--- src/rtl/pong_match_ctrl.sv ---
// Match sequencer for a pong game: serve, scoring, ball refill and game-over timing.
// Optional PAUSE state is built only when PONG_PAUSE_EN is defined.
module pong_match_ctrl #(
   parameter int NUM_BALLS     = 3,
   parameter int SCORE_W       = 8,
   parameter int WIN_SCORE     = 10,
   parameter int REFILL_FRAMES = 64,
   parameter int END_FRAMES    = 128,
   parameter bit WIN_CHECK     = 1'b1
) (
   input  logic               clk,
   input  logic               reset,
   input  logic               frame_tick,
   input  logic [1:0]         btn,
   input  logic               collided,
   input  logic               missed,
   input  logic               pause,
   output logic               restart,
   output logic               freeze,
   output logic [SCORE_W-1:0] score,
   output logic [3:0]         balls_left,
   output logic [2:0]         state,
   output logic               game_over,
   output logic               win
);

   localparam int TIMER_MAX = (REFILL_FRAMES > END_FRAMES) ? REFILL_FRAMES : END_FRAMES;
   localparam int TIMER_W   = $clog2(TIMER_MAX + 1);

   localparam logic [TIMER_W-1:0] REFILL_LD  = TIMER_W'(REFILL_FRAMES);
   localparam logic [TIMER_W-1:0] END_LD     = TIMER_W'(END_FRAMES);
   localparam logic [SCORE_W-1:0] WIN_VAL    = SCORE_W'(WIN_SCORE);
   localparam logic [3:0]         BALLS_INIT = 4'(NUM_BALLS);

   typedef enum logic [2:0] {
      S_IDLE   = 3'd0,
      S_PLAY   = 3'd1,
      S_REFILL = 3'd2,
      S_OVER   = 3'd3,
      S_PAUSE  = 3'd4
   } state_t;

   state_t               state_q, state_d;
   logic [SCORE_W-1:0]   score_q, score_d;
   logic [3:0]           balls_q, balls_d;
   logic [TIMER_W-1:0]   timer_q, timer_d;
   logic                 win_q, win_d;
   logic [SCORE_W-1:0]   score_inc;
   logic                 pause_req;

`ifdef PONG_PAUSE_EN
   assign pause_req = pause;
`else
   assign pause_req = 1'b0;
   wire unused_pause = pause;
`endif

   always_ff @(posedge clk or posedge reset) begin
      if (reset) begin
         state_q <= S_IDLE;
         score_q <= '0;
         balls_q <= BALLS_INIT;
         timer_q <= '0;
         win_q   <= 1'b0;
      end else begin
         state_q <= state_d;
         score_q <= score_d;
         balls_q <= balls_d;
         timer_q <= timer_d;
         win_q   <= win_d;
      end
   end

   always_comb begin
      state_d   = state_q;
      score_d   = score_q;
      balls_d   = balls_q;
      win_d     = win_q;
      score_inc = (score_q == '1) ? score_q : score_q + 1'b1;

      case (state_q)
         S_IDLE: begin
            if (btn != 2'b00) begin
               state_d = S_PLAY;
               score_d = '0;
               balls_d = BALLS_INIT;
               win_d   = 1'b0;
            end
         end
         S_PLAY: begin
            // A miss wins over a simultaneous collision: the point is not awarded.
            if (pause_req) begin
               state_d = S_PAUSE;
            end else if (missed) begin
               balls_d = balls_q - 4'd1;
               if (balls_q == 4'd1) begin
                  state_d = S_OVER;
                  win_d   = 1'b0;
               end else begin
                  state_d = S_REFILL;
               end
            end else if (collided) begin
               score_d = score_inc;
               if (WIN_CHECK && (score_inc == WIN_VAL)) begin
                  state_d = S_OVER;
                  win_d   = 1'b1;
               end
            end
         end
         S_REFILL: begin
            if ((timer_q == '0) && (btn != 2'b00)) state_d = S_PLAY;
         end
         S_OVER: begin
            if (timer_q == '0) state_d = S_IDLE;
         end
         S_PAUSE: begin
            if (pause_req) state_d = S_PLAY;
         end
         default: state_d = S_IDLE;
      endcase

      // The load on entry takes precedence, so a tick in that same cycle is lost.
      timer_d = timer_q;
      if ((state_d != state_q) && (state_d == S_REFILL)) begin
         timer_d = REFILL_LD;
      end else if ((state_d != state_q) && (state_d == S_OVER)) begin
         timer_d = END_LD;
      end else if (frame_tick && (timer_q != '0)) begin
         timer_d = timer_q - 1'b1;
      end
   end

   assign state      = state_q;
   assign score      = score_q;
   assign balls_left = balls_q;
   assign win        = win_q;
   assign restart    = (state_q == S_IDLE) || (state_q == S_REFILL) || (state_q == S_OVER);
   assign freeze     = (state_q == S_PAUSE);
   assign game_over  = (state_q == S_OVER);

endmodule

--- config.mk ---
export PLATFORM = sky130hd
export DESIGN_NAME = pong_match_ctrl
export DESIGN_NICKNAME = d
export VERILOG_FILES = /design/src/rtl/pong_match_ctrl.sv
export SDC_FILE = /design/constraint.sdc
export NUM_CORES = 1
export LEC_CHECK = 0
export BUFFER_PORTS_ARGS = -buffer_cell sky130_fd_sc_hd__buf_4
export CORE_ASPECT_RATIO = 1.2
export CORE_UTILIZATION = 37
export CTS_BUF_LIST = sky130_fd_sc_hd__clkbuf_8
export CTS_CLUSTER_DIAMETER = 200
export CTS_CLUSTER_SIZE = 24
export DETAILED_ROUTE_END_ITERATION = 6
export GPL_ROUTABILITY_DRIVEN = 0
export GPL_TIMING_DRIVEN = 0
export HOLD_SLACK_MARGIN = 0.02
export SLEW_MARGIN = 20
export SYNTH_ARGS = -nofsm -noshare
export SYNTH_HDL_FRONTEND = slang
export SYNTH_SLANG_ARGS = --single-unit
--- constraint.sdc ---
create_clock -name clk -period 5.47 [get_ports clk]
set_clock_uncertainty 0.05 [all_clocks]
set_input_delay 0.547 -clock clk [delete_from_list [all_inputs] [get_ports clk]]
set_output_delay 0.547 -clock clk [all_outputs]
set_load 0.05 [all_outputs]
==> impl_metrics.env <==
export IMPL_cellPowerDensity_nw_per_um2=449
export IMPL_post_cts_setup_buffers=0
export IMPL_endpoint_kind="flop"
export IMPL_cp_required_ps=5580
export IMPL_path_max_fanout=9
export IMPL_irDropWorstVdd_uv=176
export IMPL_switching_share=0.419
export IMPL_cts_buffers_inserted=3
export IMPL_final_setup_viol_count=0
export IMPL_grt_usage=0.168
export IMPL_n_antenna_cell=0
export IMPL_fmax_mhz=430
export IMPL_internal_power_mw=0.474
export IMPL_clock_latency_ps=260
export IMPL_nNetsFinal=202
export IMPL_synthArstFlopShare=1.00
export IMPL_pwr_share_seq=0.341
export IMPL_grt_pass1_wl_um=5690
export IMPL_cellLeakagePower_nw=0.788
export IMPL_syn_instance_count=159
export IMPL_antenna_left=0
export IMPL_place_hpwl_um=2380
export IMPL_ys_seq_area_frac=0.404
export IMPL_comb_power_share=0.471
export IMPL_ys_flop_type="dfrtp_1"
export IMPL_rows=24
export IMPL_cts_hold_buffers=0
export IMPL_root_buffer="clkbuf_8"
export IMPL_yosys_register_bits=24
export IMPL_port_buffers=25
export IMPL_cts_tree="yes"
export IMPL_grt_max_degree=25
export IMPL_power_frac_clock=0.188
export IMPL_yosysUniqueCellTypes=48
export IMPL_netlist_area_um2=1490
export IMPL_layout_commonest_cell="buf_4"
export IMPL_status="completed"
export IMPL_tns_ps=0
export IMPL_dr_first_iter_drc_count=51
export IMPL_slew_headroom=0.407
export IMPL_core_area_um2=3750
export IMPL_io_pins=27
export IMPL_rsz0062_at_grt="false"
export IMPL_yosys_area_top_type="dfrtp_1"
export IMPL_drt_wl_total_um=3120
export IMPL_fin_crit_sh=0.425
export IMPL_power_switching_mw=0.342
export IMPL_clockBufferDepth=2
export IMPL_final_layout_size_suffix_gt1_frac=0.250
export IMPL_syn_area_per_cell_um2=9.40
export IMPL_synth_top_cell_area_share=0.369
export IMPL_die_h_um=71.6
export IMPL_area_growth_pct=21.7
export IMPL_synth_warnings=0
export IMPL_num_vias=1276
export IMPL_synth_edf_count=0
export IMPL_drc=0
export IMPL_synth_area_top_cells="dfrtp_1 (37%), xnor2_1 (4.7%), ha_1 (4.2%), a21oi_1 (3.7%), dfstp_2 (3.5%)"
export IMPL_antenna_found_initial=0
export IMPL_die_w_um=60.0
export IMPL_dp_cells=236
export IMPL_crit_arrival_ps=2430
export IMPL_cap_violations=0
export IMPL_htreeDepth=1
export IMPL_drt_vias_per_instance=5.32
export IMPL_worstMarginPinSlew_ps=884
export IMPL_path_class="flop to flop"
export IMPL_fin_crit_ps=2330
export IMPL_critPathLaunchType="flop"
export IMPL_first_pass_iters=4
export IMPL_final_cell_mix="buf_4 (26), dfrtp_1 (22), nand2_1 (13)"
export IMPL_drt_wirelength_per_cell_um=13.0
export IMPL_cts_resized=0
export IMPL_final_max_slew_viol_count=0
export IMPL_start_util=0.398
export IMPL_grt_ovfl_total=0
export IMPL_fin_cells=240
export IMPL_synth_fp_nets=172
export IMPL_grt_pass1_vias=1284
export IMPL_fill_cells=360
export IMPL_cts_clk_slew_worst_paths_ps=90
export IMPL_hold_class="primary input to asynchronous set/reset pin"
export IMPL_clock_sinks=24
export IMPL_hold_viol_final=0
export IMPL_dieArea_um2=4300
-- path summary, 6_finish.rpt --
kind | startpoint | end | slack [ps] | cells past startpoint
setup / recovery | score[0] | timer_q[7] | 3140 | 6
hold / removal | reset | timer_q[0] | 300 | 2
setup reg to reg | score[0] | timer_q[7] | 3140 | 6
hold reg to reg | timer_q[0] | timer_q[0] | 510 | 2
max in group asynchronous | reset | score[0] | 4650 | 2
min in group clk | timer_q[0] | timer_q[0] | 510 | 2
-- power groups by stage --
stage                     Clock (mW)  Sequential [mW]  Combinational (mW)
final                          0.153            0.278               0.385
after global routing           0.164            0.289               0.425
after CTS                      0.158            0.278               0.389
after detailed placement           0            0.282               0.388
after global placement             0            0.278               0.377
after floorplan                    0            0.341               0.230
-- final cells by class --
cell class | count | area (um2) | area share
Clock inverter | 1 | 30.0 | 0.0165
Multi-Input combinational cell | 117 | 807 | 0.444
Sequential cell | 24 | 603 | 0.332
Inverter | 10 | 37.5 | 0.0206
Tap cell | 52 | 65.1 | 0.0358
Clock buffer | 3 | 41.3 | 0.0227
Buffer | 8 | 46.3 | 0.0255
Timing Repair Buffer | 25 | 188 | 0.103
-- Yosys cell counts (all sizes together), types with 2 or more instances --
library cell and count:
ha 5, nand2 13, or4 2, clkbuf 2
xnor2 8, and2 4, a41oi 2, dfrtp 22
a21oi 13, nor2b 3, buf 6, nor3 10
nor4b 2, and3 2, nor2 12, dfstp 2
o21ai 4, o31ai 3, nor4 4, mux2i 3
or3 2, a32o 2, nand3 3, a31oi 3
mux2 2, nand4 2, inv 10, nor3b 2
-- cell families (layout without fill, tap and decap cells) --
| kind of cell | after synthesis | after routing | synth area share |
|---|---|---|---|
| xor gates and xnor gates | 9 | 9 | 0.0528 |
| and+or+nand+nor | 64 | 64 | 0.245 |
| AOI/OAI and AO/OA | 34 | 34 | 0.162 |
| adders and majority gates | 5 | 5 | 0.0419 |
| muxes | 5 | 5 | 0.0377 |
| buffers and inverters | 18 | 47 | 0.0561 |
| DFF | 24 | 24 | 0.404 |
-- critical path, stage by stage (launching register included) --
cell and delay (ps):
dfrtp_1 460, ha_1 330, nand3b_1 140, nor4_1 330, a21oi_2 100, o31ai_4 470
mux2_4 340
-- registers in the layout, indices dropped and copies added, names as in the netlist --
register / count
state: 3
balls_left: 4
score: 8
timer_q: 8
win: 1
-- metal layers --
metal / share of wire / wire length [um] / global-route usage
met3: 0.045 / 139 / 0.0162
met2: 0.50 / 1560 / 0.298
met4: 0.0054 / 17 / 0.0465
met1: 0.45 / 1410 / 0.214
met5: 0 / 0 / 0
-- through the flow --
stage / power [mW] / utilization / hold WS, ps / setup WS, ps / instance area, um2
finish: 0.816 / 0.484 / 303 / 3140 / 1820
global route: 0.878 / 0.484 / 375 / 3050 / 1820
CTS: 0.825 / 0.484 / 475 / 3140 / 1820
detailed placement: 0.669 / 0.465 / 501 / 3160 / 1750
global placement: 0.655 / 0.465 / 477 / 3160 / 1750
floorplan: 0.572 / - / 460 / 2900 / 1490
Power figures use the tool's default switching activity.
